[config.mk]
export PLATFORM = sky130hd
export DESIGN_NAME = fft16_sdf_ctrl
export DESIGN_NICKNAME = d
export VERILOG_FILES = /design/src/rtl/fft16_sdf_ctrl.sv
export SDC_FILE = /design/constraint.sdc
export NUM_CORES = 1
export LEC_CHECK = 0
export ABC_AREA = 1
export CAP_MARGIN = 20
export CORE_ASPECT_RATIO = 1.4
export CORE_MARGIN = 3
export CORE_UTILIZATION = 52
export CTS_CLUSTER_DIAMETER = 200
export CTS_CLUSTER_SIZE = 25
export DETAILED_ROUTE_END_ITERATION = 8
export PLACE_DENSITY_LB_ADDON = 0.25
export SLEW_MARGIN = 10
export SYNTH_ARGS = -nofsm -noshare
export SYNTH_HDL_FRONTEND = slang
export SYNTH_SLANG_ARGS = --single-unit
[constraint.sdc]
create_clock -name clk -period 1.8 [get_ports clk]
set_input_delay 0.45 -clock clk [delete_from_list [all_inputs] [get_ports clk]]
set_output_delay 0.45 -clock clk [all_outputs]
set_load 0.01 [all_outputs]
[src/rtl/fft16_sdf_ctrl.sv]
// Sequencing controller for a 16-point radix-2 SDF FFT (stage delays 8/4/2/1).
// Drives frame counting, stage selects, twiddle indices, pad/drain and output framing.
module fft16_sdf_ctrl #(
   parameter int PIPE_LAT = 1,
   parameter int TW_W     = 3
) (
   input  logic            clk,
   input  logic            clear,
   input  logic            in_valid,
   input  logic            in_last,
   output logic            in_ready,
   output logic            pipe_en,
   output logic            zero_ins,
   output logic [3:0]      stage_sel,
   output logic [TW_W-1:0] tw_idx1,
   output logic [TW_W-1:0] tw_idx2,
   output logic [TW_W-1:0] tw_idx3,
   output logic            out_valid,
   output logic            out_sop,
   output logic [3:0]      out_idx,
   output logic            busy
);
   localparam int L  = 15 + 4 * PIPE_LAT;
   localparam int DW = $clog2(L);
   localparam logic [DW-1:0] DLAST = DW'(L - 1);
   // Only the low bits of each stage counter are ever decoded, so the
   // offsets are kept modulo the width actually needed.
   localparam logic [2:0] D2 = 3'((8 + PIPE_LAT) % 8);
   localparam logic [1:0] D3 = 2'((12 + 2 * PIPE_LAT) % 4);
   localparam logic       D4 = 1'((14 + 3 * PIPE_LAT) % 2);

   typedef enum logic [1:0] {IDLE, RUN, PAD, DRAIN} state_t;

   state_t          state, state_nx;
   logic [3:0]      cnt, cnt_nx;
   logic [DW-1:0]   dcnt, dcnt_nx;
   logic [L-1:0]    tok;
   logic [3:0]      ocnt;
   logic [3:0]      c1;
   logic [2:0]      c2;
   logic [1:0]      c3;
   logic            c4;

   always_comb begin
      state_nx = state;
      cnt_nx   = cnt;
      dcnt_nx  = dcnt;
      in_ready = 1'b0;
      pipe_en  = 1'b0;
      case (state)
         IDLE, RUN: begin
            in_ready = clear;
            pipe_en  = clear & in_valid;
            if (in_valid) begin
               cnt_nx = cnt + 4'd1;
               if (in_last)
                  state_nx = (cnt == 4'd15) ? DRAIN : PAD;
               else
                  state_nx = RUN;
            end
         end
         PAD: begin
            pipe_en = clear;
            cnt_nx  = cnt + 4'd1;
            if (cnt == 4'd15)
               state_nx = DRAIN;
         end
         DRAIN: begin
            pipe_en = clear;
            cnt_nx  = cnt + 4'd1;
            dcnt_nx = dcnt + DW'(1);
            // Frame counter restarts at 0 so the next frame aligns with stage 1.
            if (dcnt == DLAST) begin
               state_nx = IDLE;
               cnt_nx   = 4'd0;
               dcnt_nx  = '0;
            end
         end
         default: state_nx = IDLE;
      endcase
   end

   always_ff @(posedge clk or negedge clear) begin
      if (!clear) begin
         state <= IDLE;
         cnt   <= 4'd0;
         dcnt  <= '0;
         tok   <= '0;
         ocnt  <= 4'd0;
      end else begin
         state <= state_nx;
         cnt   <= cnt_nx;
         dcnt  <= dcnt_nx;
         if (pipe_en)
            tok <= {tok[L-2:0], (state != DRAIN)};
         if (out_valid)
            ocnt <= ocnt + 4'd1;
      end
   end

   assign c1 = cnt;
   assign c2 = cnt[2:0] - D2;
   assign c3 = cnt[1:0] - D3;
   assign c4 = cnt[0] ^ D4;

   assign busy      = (state != IDLE);
   assign zero_ins  = (state == PAD) || (state == DRAIN);
   assign stage_sel = busy ? {c4, c3[1], c2[2], c1[3]} : 4'b0000;
   assign tw_idx1   = stage_sel[0] ? TW_W'(c1[2:0]) : '0;
   assign tw_idx2   = stage_sel[1] ? TW_W'({c2[1:0], 1'b0}) : '0;
   assign tw_idx3   = stage_sel[2] ? TW_W'({c3[0], 2'b00}) : '0;

   assign out_valid = tok[L-1] & pipe_en;
   assign out_sop   = out_valid & (ocnt == 4'd0);
   assign out_idx   = {ocnt[0], ocnt[1], ocnt[2], ocnt[3]};
endmodule

Yosys cells after proc, flatten, opt, wreduce, memory -nomap -nowiden
Index checks and enable logic that the tools add are counted.
{"block": "totals", "output_inout_bits": 23, "ff_bits": 34}
{"block": "op_classes", "n_eq_ne": 9, "bitwise_logic": 4, "n_reduce_logical": 7, "n_mux": 16, "addsub": 5}
{"operator": "4-bit two-way mux", "count": 3}
{"operator": "4-bit one-hot mux with 3 select lines", "count": 1}
{"operator": "3-bit two-way mux", "count": 3}
{"operator": "4-bit by 1-bit adder with 4-bit output, second input constant", "count": 2}
{"operator": "2-bit two-way mux", "count": 4}
{"operator": "2-bit != test, second input constant", "count": 4}
{"operator": "2-bit one-hot mux with 3 select lines", "count": 1}
{"operator": "5-bit by 1-bit adder with 5-bit output, second input constant", "count": 1}
{"operator": "5-bit equality test, second input constant", "count": 1}
{"operator": "5-bit two-way mux", "count": 1}
{"operator": "2-bit equality test, second input constant", "count": 2}
{"operator": "4-bit equality test, second input constant", "count": 1}
{"operator": "4-bit zero test", "count": 1}
{"operator": "2-bit OR reduction", "count": 2}
{"operator": "1-bit bitwise AND", "count": 3}
{"operator": "3-bit AND reduction", "count": 1}
{"operator": "3-bit by 1-bit subtractor with 3-bit output, second input constant", "count": 1}
{"operator": "2-bit by 1-bit equality test with 1-bit output, second input constant", "count": 1}
{"operator": "2-bit zero test", "count": 1}
{"operator": "1-bit two-way mux", "count": 2}
{"operator": "1-bit one-hot mux with 2 select lines", "count": 1}
{"operator": "2-bit nonzero test", "count": 1}
{"operator": "2-bit subtractor, second input constant", "count": 1}
{"operator": "1-bit logical OR", "count": 1}
{"operator": "1-bit inverter", "count": 1}

Longest topological paths before layout
{"block": "depth", "ltp_word": 5, "ltp_mapped": 9, "ltp_nobuf": 9}

Least setup slack after synthesis
Ideal clock, no wire load.
{"block": "synth_timing", "path_kind": "register to output", "from": "reg cnt[0], in the netlist c1[0]", "to": "out stage_sel[1]", "required_ps": 1350, "slack_ps": 244, "path_stages_with_launch": 6, "path_buffers": 0, "t_arrival_ps": 1106, "cell_sequence": "dfrtp_1 -> inv_1 -> ha_1 -> or2_2 -> nand3_1 -> inv_1"}
{"block": "synth_between", "elab_chain_cells": 2}
{"element": "start: declaration", "line": "35", "source": "logic [3:0] cnt, cnt_nx;"}
{"element": "start signal: assignment", "line": "92", "source": "cnt <= cnt_nx;"}
{"element": "3-bit by 1-bit subtractor with 3-bit output", "line": "102", "source": "assign c2 = cnt[2:0] - D2;"}
{"element": "4-bit two-way mux", "line": "108", "source": "assign stage_sel = busy ? {c4, c3[1], c2[2], c1[3]} : 4'b0000;"}
{"element": "end: declaration", "line": "14", "source": "output logic [3:0] stage_sel,"}
No other way between the ends.

Worst setup path in the final report
{"block": "layout_timing", "from": "reg cnt[1], in the netlist c1[1]", "to": "out stage_sel[1]"}
Same word-level chain as after synthesis.

==> impl_metrics.tcl <==
set metrics [dict create \
    grt_pass1_vias 1477 \
    timing.hold.ws_ns 0.357 \
    die_w_um 53.9 \
    clock.fmax_mhz 539 \
    syn_area_per_cell_sq_um 8.26 \
    antenna_found_initial 0 \
    numClockSinks 34 \
    io_pins 27 \
    cts_made_buffers 5 \
    power_density_nw_per_um2 1790 \
    wirelength_mm 3.56 \
    critPathSlowestCell "dfrtp_1" \
    p_clk_share_pct 14.8 \
    core_area_sq_um 2960 \
    end_kind "output pin" \
    root_buffer "clkbuf_8" \
    cts.reportedPaths.clkPinSlew_ns 0.06 \
    grt.total_usage_pct 21.5 \
    hold_viol 0 \
    cp_max_fo 2 \
    ys_seq_area_share_pct 51.0 \
    initial_core_util_pct 56.3 \
    critical-path-top-delay-family "flip-flops" \
    status "finished with violations" \
    pwr-share-seq_pct 35.2 \
    hold_class "input pin to asynchronous set/reset pin" \
    drtAntennaViolNets 0 \
    seq_area_sq_um 852 \
    cpPeakStageDelay_ns 0.36 \
    place_area_sq_um 2030 \
    violations "negative setup slack" \
    dieArea_sq_um 3940 \
    setup_violations 2 \
    p_int_mw 2.33 \
    core.rowCount 23 \
    first_pass_iters 4 \
    cp-start-kind "flip-flop" \
    p_leak_nw 1.17 \
    worstReg2RegStart "state[1]" \
    synthDistinctLibCells 25 \
    gp_congestion 0.830 \
    yosysWarnings 0 \
    combinationalPowerShare_pct 50.0 \
    synthCells 202 \
    post-route-period-util_pct 103 \
    rsz0062_at_grt "yes" \
    numPortBuffers 23 \
    dieHeight_um 73.0 \
    synth_area_sq_um 1670 \
    crit_chain "inv_2 > ha_4 > or2_4 > nand3_4 > buf_6 > inv_1 > buf_6" \
    multiInputGateArea_sq_um 717 \
    cts_tree "done" \
    final_layout_size_suffix_gt1_share_pct 21.7 \
    wl_per_cell_um 12.5 \
    final_common_cell "nand2_1" \
    cp.required_ns 1.35 \
    worst-path-buf-inv 4 \
    pre_cts_slack_ns -0.554 \
    ir_drop_uv 1140 \
    r2r_cells 8 \
    tns_ns -0.107 \
    syn_to_final_growth_pct 28.9 \
    setup_slack_ns -0.0539 \
    clk_latency_ns 0.28 \
    cts_htree_levels 2 \
    switchingPower_mw 1.51 \
    r2r_end "state[0]" \
    synth_top_area_share_pct 51.0 \
    cpMostUsedCell "buf_6" \
    stdcell_area_sq_um 2150 \
    cp_data_arrival_time_ns 1.40 \
    synth-seq-cells 34 \
    vias_per_cell 5.08 \
    cap_violations 0 \
    cts_hold_buf 0 \
    nFillCells 230 \
    grt_max_degree 35 \
    ff2ff_setup_slack_ns 0.29 \
    fin_crit_ns 1.85 \
    diodes 0 \
    dp_hpwl_mm 2.52 \
    utilization_pct 72.6 \
    clock_skew_ns 0.00258 \
    clock_path_buffers 2 \
    drtIter0Drc 34 \
    drcViolationCount 0 \
    final_cell_mix "nand2_1, dfrtp_1, buf_4" \
    yosysTopAreaCell "dfrtp_1" \
    slew_violations 0 \
    num_vias 1452 \
    worstSetupPathType "flip-flop to output pin" \
    overflow 0 \
    fin_nets 258 \
    grt_pass1_wl_mm 6.20 \
    synth.area.top_cells "dfrtp_1, nand2_1, ha_1" \
    swShare_pct 39.3 \
]
==> timing repair <==
item | 4_1_cts | 5_1_grt
endpoints found under the setup margin | 16 | 10
gates cloned | 0 | 0
buffers inserted | 3 | 0
pin swaps | 1 | 1
gates resized for setup | 48 | 9
==> synth_stat cells, drive strengths merged <==
cell    number
or2          1
nand2       71
inv         21
o211ai       1
nand3       14
nor3         8
ha           6
conb         1
xor2         1
nor2        20
buf          8
o21ai        8
dfrtp       34
a21oi        5
xnor2        2
clkbuf       1
==> power by group through the flow <==
stage	sequential [mW]	clock, mW	combinational (mW)
floorplan	1.35	0	0.988
global route	1.40	0.621	2.16
CTS	1.35	0.586	1.85
global placement	1.34	0	1.76
finish	1.35	0.570	1.92
detailed placement	1.36	0	1.84
==> worst max path at each step <==
stage | startpoint | end | slack (ns) | cells after the start
6_report | c1[1] | stage_sel[1] | -0.05 | 7
5_1_grt | c1[1] | tw_idx2[1] | -0.11 | 7
4_1_cts | c1[0] | stage_sel[1] | -0.06 | 7
3_5_place_dp | in_valid | out_sop | -0.55 | 6
3_3_place_gp | in_valid | out_sop | -0.49 | 6
2_1_floorplan | c1[0] | stage_sel[1] | 0.24 | 5
==> layer usage <==
layer,GRT usage [%],share of wire (%),wire (um)
met2,37.2,54,1910
met4,9.09,2.7,95
met3,5.32,5.1,180
met1,24.2,39,1380
met5,0,0,0
==> kinds of logic (layout without fill, tap and decap cells) <==
group	Yosys count	in the layout	synth area share, %
compound gates	14	14	4.35
xor+xnor	3	3	1.57
fa+ha+maj	6	6	4.50
buf+inv	30	75	8.92
flops	34	34	51.0
other cells	1	3	0.225
simple gates	114	114	29.5
==> stage by stage <==
step	std cells	total power [mW]
finish	286	3.84
global route	286	4.18
CTS	286	3.78
detailed placement	275	3.20
global placement	275	3.10
floorplan	204	2.34
==> state kept, by name (all words and copies together), names as in the netlist <==
register	count
state	2
dcnt	5
ocnt	4
tok	19
c1	4
==> final cells by class <==
| type | instances | area share [%] |
|---|---|---|
| clock buffer | 7 | 4.01 |
| clock inverter | 1 | 0.233 |
| inverter | 21 | 3.66 |
| multi-input combinational | 140 | 33.3 |
| sequential | 34 | 39.6 |
| tap | 37 | 2.15 |
| timing repair buffer | 46 | 17.0 |
No activity file was read; power rests on OpenSTA's default activity.
==> RTL change 1, RTL diff (config.mk and constraints unchanged) <==
The parameter `TW_W` goes from 3 to 6.
--- a/src/rtl/fft16_sdf_ctrl.sv
+++ b/src/rtl/fft16_sdf_ctrl.sv
@@ -2,7 +2,7 @@
 // Drives frame counting, stage selects, twiddle indices, pad/drain and output framing.
 module fft16_sdf_ctrl #(
    parameter int PIPE_LAT = 1,
-   parameter int TW_W     = 3
+   parameter int TW_W     = 6
 ) (
    input  logic            clk,
    input  logic            clear,
Interface: changed (resized tw_idx1, tw_idx2 and tw_idx3); port bits go from 27 to 36. The function was not compared with the original's and may differ.
==> RTL change 1 against the unedited design <==
Area after synthesis rose by 4.0%; final area is 0.58% higher; critical path depth shrank 1; core utilization down 4.0 points; sequential power about the same; clock skew rose by 0.0028 ns; die area is 3.6% higher; wire length shrank 7.0%; final cell count grew 3.8%; non-clock buffer count rose by 1; total power decreased by 4.1%; register-to-register slack is essentially flat; sequential cell count unchanged; worst setup slack improved by 0.056 ns.
==> RTL change 1: results (changes against the unedited design) <==
- Status: finished clean
- DR vias/cell: 4.74 (-6.6%)
- Detail-routed net length per standard cell: 11.2 um (-10%)
- Worst-skew pair later-pin latency: 0.29 ns
- Gp weighted congestion: 0.814 (-1.9%)
- Hold Crit Class: in2async
- Initial antenna violation count: 0 (unchanged)
- N_diodes: 0 (unchanged)
- Register area share after synthesis: 0.490 (-0.0198)
- Clk slew on worst S/H paths: 0.07 ns
- Slowest stage cell, crit path: dfrtp_1
- Initial DRC count: 24 (-29%)
- Number of global-route vias before repair: 1380 (-6.6%)
- Arr. time, crit path: 1.35 ns (-0.05 ns)
- Post-Synth Adder-Cell Area: 0.0432 (-0.00175)
- Synth area leaders: dfrtp_1, nand2_1, buf_4, ha_1, inv_1
- Synth Area in Compound Gates: 0.0418 (-0.00169)
- Yosys warns: 0 (unchanged)
- Synth Area in XOR/XNOR: 0.0151 (-0.000612)
- First-pass GRT wire length: 5530 um (-11%)
- VDD IR-drop max: 0.00128 V (+12%)
- Most common flop cell mapped by yosys: dfrtp_1
- Final Skew: 0.00538 ns (+0.00279 ns)
- Worst stage delay on the critical path: 0.37 ns
- Asr flop ratio synth: 1.00 (unchanged)
- Largest regs: tok: 19 flops, dcnt: 5 flops
- Nets: 268 (+3.9%)
- # H-tree levels: 2 (unchanged)
- Num CTS Buffers: 5 (unchanged)
- Largest net degree at the start of global routing: 35 (unchanged)
- Crit-path max FO: 3 (+1)
- Share of layout cells above drive strength 1: 0.217 (about the same)
- EDFF count, synth: 0 (unchanged)
- Detailed Routing Iterations Pass 1: 4 (unchanged)
- DP HPWL: 2450 um (-2.7%)
- Netlist cell types: 25 (unchanged)
- Leak pwr: 1.20 nW (+2.1%)
- GRT Util Overall: 0.194 (-0.0211)
RTL change 1: path summary, 6_finish.rpt:
kind | startpoint | end | slack [ns] | cells after the start
worst max-delay path | c1[0] | tw_idx2[1] | 0.002 | 6
worst min-delay path | clear | ocnt[3] | 0.36 | 2
worst max register to register | state[1] | tok[13] | 0.29 | 9
worst min register to register | tok[14] | tok[15] | 0.47 | 2
max in group asynchronous | clear | tok[14] | 1.14 | 2
min in group clk | tok[14] | tok[15] | 0.47 | 2
RTL change 1: cell families after synthesis:
family,count (synthesis)
other cells,1
xor+xnor,3
simple gates,114
buf+inv,39
compound gates,14
fa+ha+maj,6
flops,34
RTL change 1: metrics by stage:
| stage | instances | instance area, um2 | setup slack [ns] | hold slack [ns] | setup TNS (ns) |
|---|---|---|---|---|---|
| finish | 297 | 2160 | 0.00169 | 0.363 | 0 |
| global route | 297 | 2160 | -0.0488 | 0.403 | -0.137 |
| CTS | 298 | 2190 | -0.0841 | 0.386 | -0.167 |
| detailed placement | 289 | 2100 | -0.516 | 0.457 | -5.52 |
| global placement | 289 | 2100 | -0.484 | 0.448 | -5.16 |
| floorplan | 222 | 1780 | 0.244 | 0.154 | 0 |
RTL change 1: power breakdown:
part,total (W),internal (W),switching (W)
clock,0.000519,0.000259,0.000260
sequential,0.00135,0.00112,0.000237
combinational,0.00181,0.000862,0.000952
RTL change 1: timing repair:
action,in CTS,in global routing
endpoints found under the setup margin,16,13
resized for setup,46,14
setup buffers,2,0
pin swaps,1,0
RTL change 1: area by class of cell:
type	instances	area, um2
Sequential cell	34	851
Multi-Input combinational cell	149	743
Clock buffer	5	68.8
Tap cell	39	48.8
Inverter	21	78.8
Fill cell	286	988
Timing Repair Buffer	47	364
Clock inverter	2	10.0
RTL change 1: layer usage:
metal,GRT usage,vias to the layer above,share of wire
met5,0,-,0
met4,0.114,0,0.022
met3,0.0621,7,0.051
met2,0.318,34,0.51
met1,0.212,649,0.41
li1,-,718,-
==> RTL change 2, RTL diff (same flow settings) <==
Without the edit above. Compare `dcnt` against `DLAST` with >= in place of ==.
--- a/src/rtl/fft16_sdf_ctrl.sv
+++ b/src/rtl/fft16_sdf_ctrl.sv
@@ -70,7 +70,7 @@
             cnt_nx  = cnt + 4'd1;
             dcnt_nx = dcnt + DW'(1);
             // Frame counter restarts at 0 so the next frame aligns with stage 1.
-            if (dcnt == DLAST) begin
+            if (dcnt >= DLAST) begin
                state_nx = IDLE;
                cnt_nx   = 4'd0;
                dcnt_nx  = '0;
Behaviour: no difference found for any inputs over 10 cycles, from zero or initial values; that may be too few to reach the edited logic, so the function may still have changed.
==> RTL change 2 against the unedited design <==
The flow still finishes with violations (setup timing); sequential cell count unchanged; clock skew increased by 0.0028 ns; final cell count increased by 0.70%; final area decreased by 2.3%; total power up 0.14%; area after synthesis shrank 0.60%; maximum frequency shrank 4.3%; worst setup slack got worse by 0.083 ns; wire length down 6.0%; sequential share of layout area rose by 0.88 points; largest cell class unchanged; highest routed layer unchanged.
==> RTL change 2: results (changes against the unedited design) <==
- Status: complete, but fails checks
- Violated checks: setup timing
- Inst Count DP: 278 (+1.1%)
- Internal power: 0.00231 W (-1.1%)
- Yosys top cell area share: 0.513 (+0.00308)
- Fillcell total: 254 (+10%)
- Hold_ws: 0.379 ns (+0.0223 ns)
- Largest regs: tok: 19 flops, dcnt: 5 flops
- R2R depth: 9 (+1)
- Util after Layout: 0.709 (-0.0169)
- Share of layout cells above drive strength 1: 0.203 (-0.0137)
- Crit-path max FO: 3 (+1)
- Final setup viols: 3 (+1)
- Setup WS pre-CTS: -0.497 ns (+0.0571 ns)
- GRT met2 Usage: 0.344 (-0.0283)
- DR vias/cell: 4.92 (-3.0%)
- Final Skew: 0.00541 ns (+0.00283 ns)
- Arr. time, crit path: 1.49 ns (+0.09 ns)
- Initial DRC count: 19 (-44%)
- Leak pwr: 1.17 nW (-0.39%)
- Nets: 260 (+0.78%)
- GR Util met3: 0.0613 (+0.00818)
- Worst stage delay on the critical path: 0.40 ns (+0.04 ns)
- Gp weighted congestion: 0.847 (+2.1%)
- Post-Synth Adder-Cell Area: 0.0452 (+0.000271)
- Netlist cell types: 22 (-12%)
- DP HPWL: 2410 um (-4.6%)
- Most frequent cells after synthesis: nand2_1, dfrtp_1, nor2_1
- Met1 Usage GRT: 0.222 (-0.0203)
- Dpl cell area: 0.00203 mm2 (unchanged)
- VDD IR-drop max: 0.00118 V (+3.5%)
- Final TNS setup: -0.333 ns (-0.226 ns)
- Synth Area in Compound Gates: 0.0377 (-0.00577)
- Register area share after synthesis: 0.513 (+0.00308)
- Number of global-route vias before repair: 1363 (-7.7%)
- GRT Util Overall: 0.201 (-0.0139)
- Final WS setup: -0.137 ns (-0.0832 ns)
- Clk pwr share: 0.154 (+0.006)
- Synth Area in XOR/XNOR: 0.0211 (+0.00537)
==> RTL change 2: layout make-up <==
class / count / share of cell area
clock buffers: 6 / 0.0393
clock inverters: 2 / 0.00595
inverters: 21 / 0.0375
multi-input cells: 143 / 0.329
flip-flops and latches: 34 / 0.405
well taps: 37 / 0.0220
repair buffers: 45 / 0.161
==> RTL change 2: worst max-delay path by stage <==
stage / from / endpoint / slack [ns] / cells after the start
2_1_floorplan: state[1] / stage_sel[1] / 0.26 / 4
3_5_place_dp: clear / out_sop / -0.50 / 6
5_1_grt: c1[1] / tw_idx2[1] / -0.33 / 7
6_report: c1[1] / tw_idx2[1] / -0.14 / 7
3_3_place_gp: clear / out_sop / -0.48 / 6
4_1_cts: c1[1] / tw_idx2[1] / -0.15 / 7
==> RTL change 2: cells by family after synthesis <==
group / count (synthesis)
AOI/OAI and AO/OA: 12
xor gates and xnor gates: 4
adders and majority gates: 6
buffers and inverters: 29
DFF: 34
other: 1
and+or+nand+nor: 118
==> RTL change 2: timing repair <==
item / CTS / global route
pin swaps: 2 / 3
endpoints found under the setup margin: 16 / 10
gates resized for setup: 34 / 16
buffers inserted: 2 / 0
endpoints found under the hold margin: 0 / 0
==> RTL change 2: worst reg2reg max path: stages, from the launching register on <==
cell and delay [ns]:
dfrtp_1 0.39, buf_4 0.15, nor2_4 0.15, nor2_4 0.05
buf_4 0.13, buf_4 0.19, inv_1 0.10, buf_4 0.18
nand2_1 0.08, nand2_1 0.06
==> RTL change 2: layer usage <==
layer | wire, um | vias to the layer above
met2 | 1670 | 38
met5 | 0 | -
li1 | - | 708
met3 | 218 | 8
met4 | 60 | 0
met1 | 1400 | 664
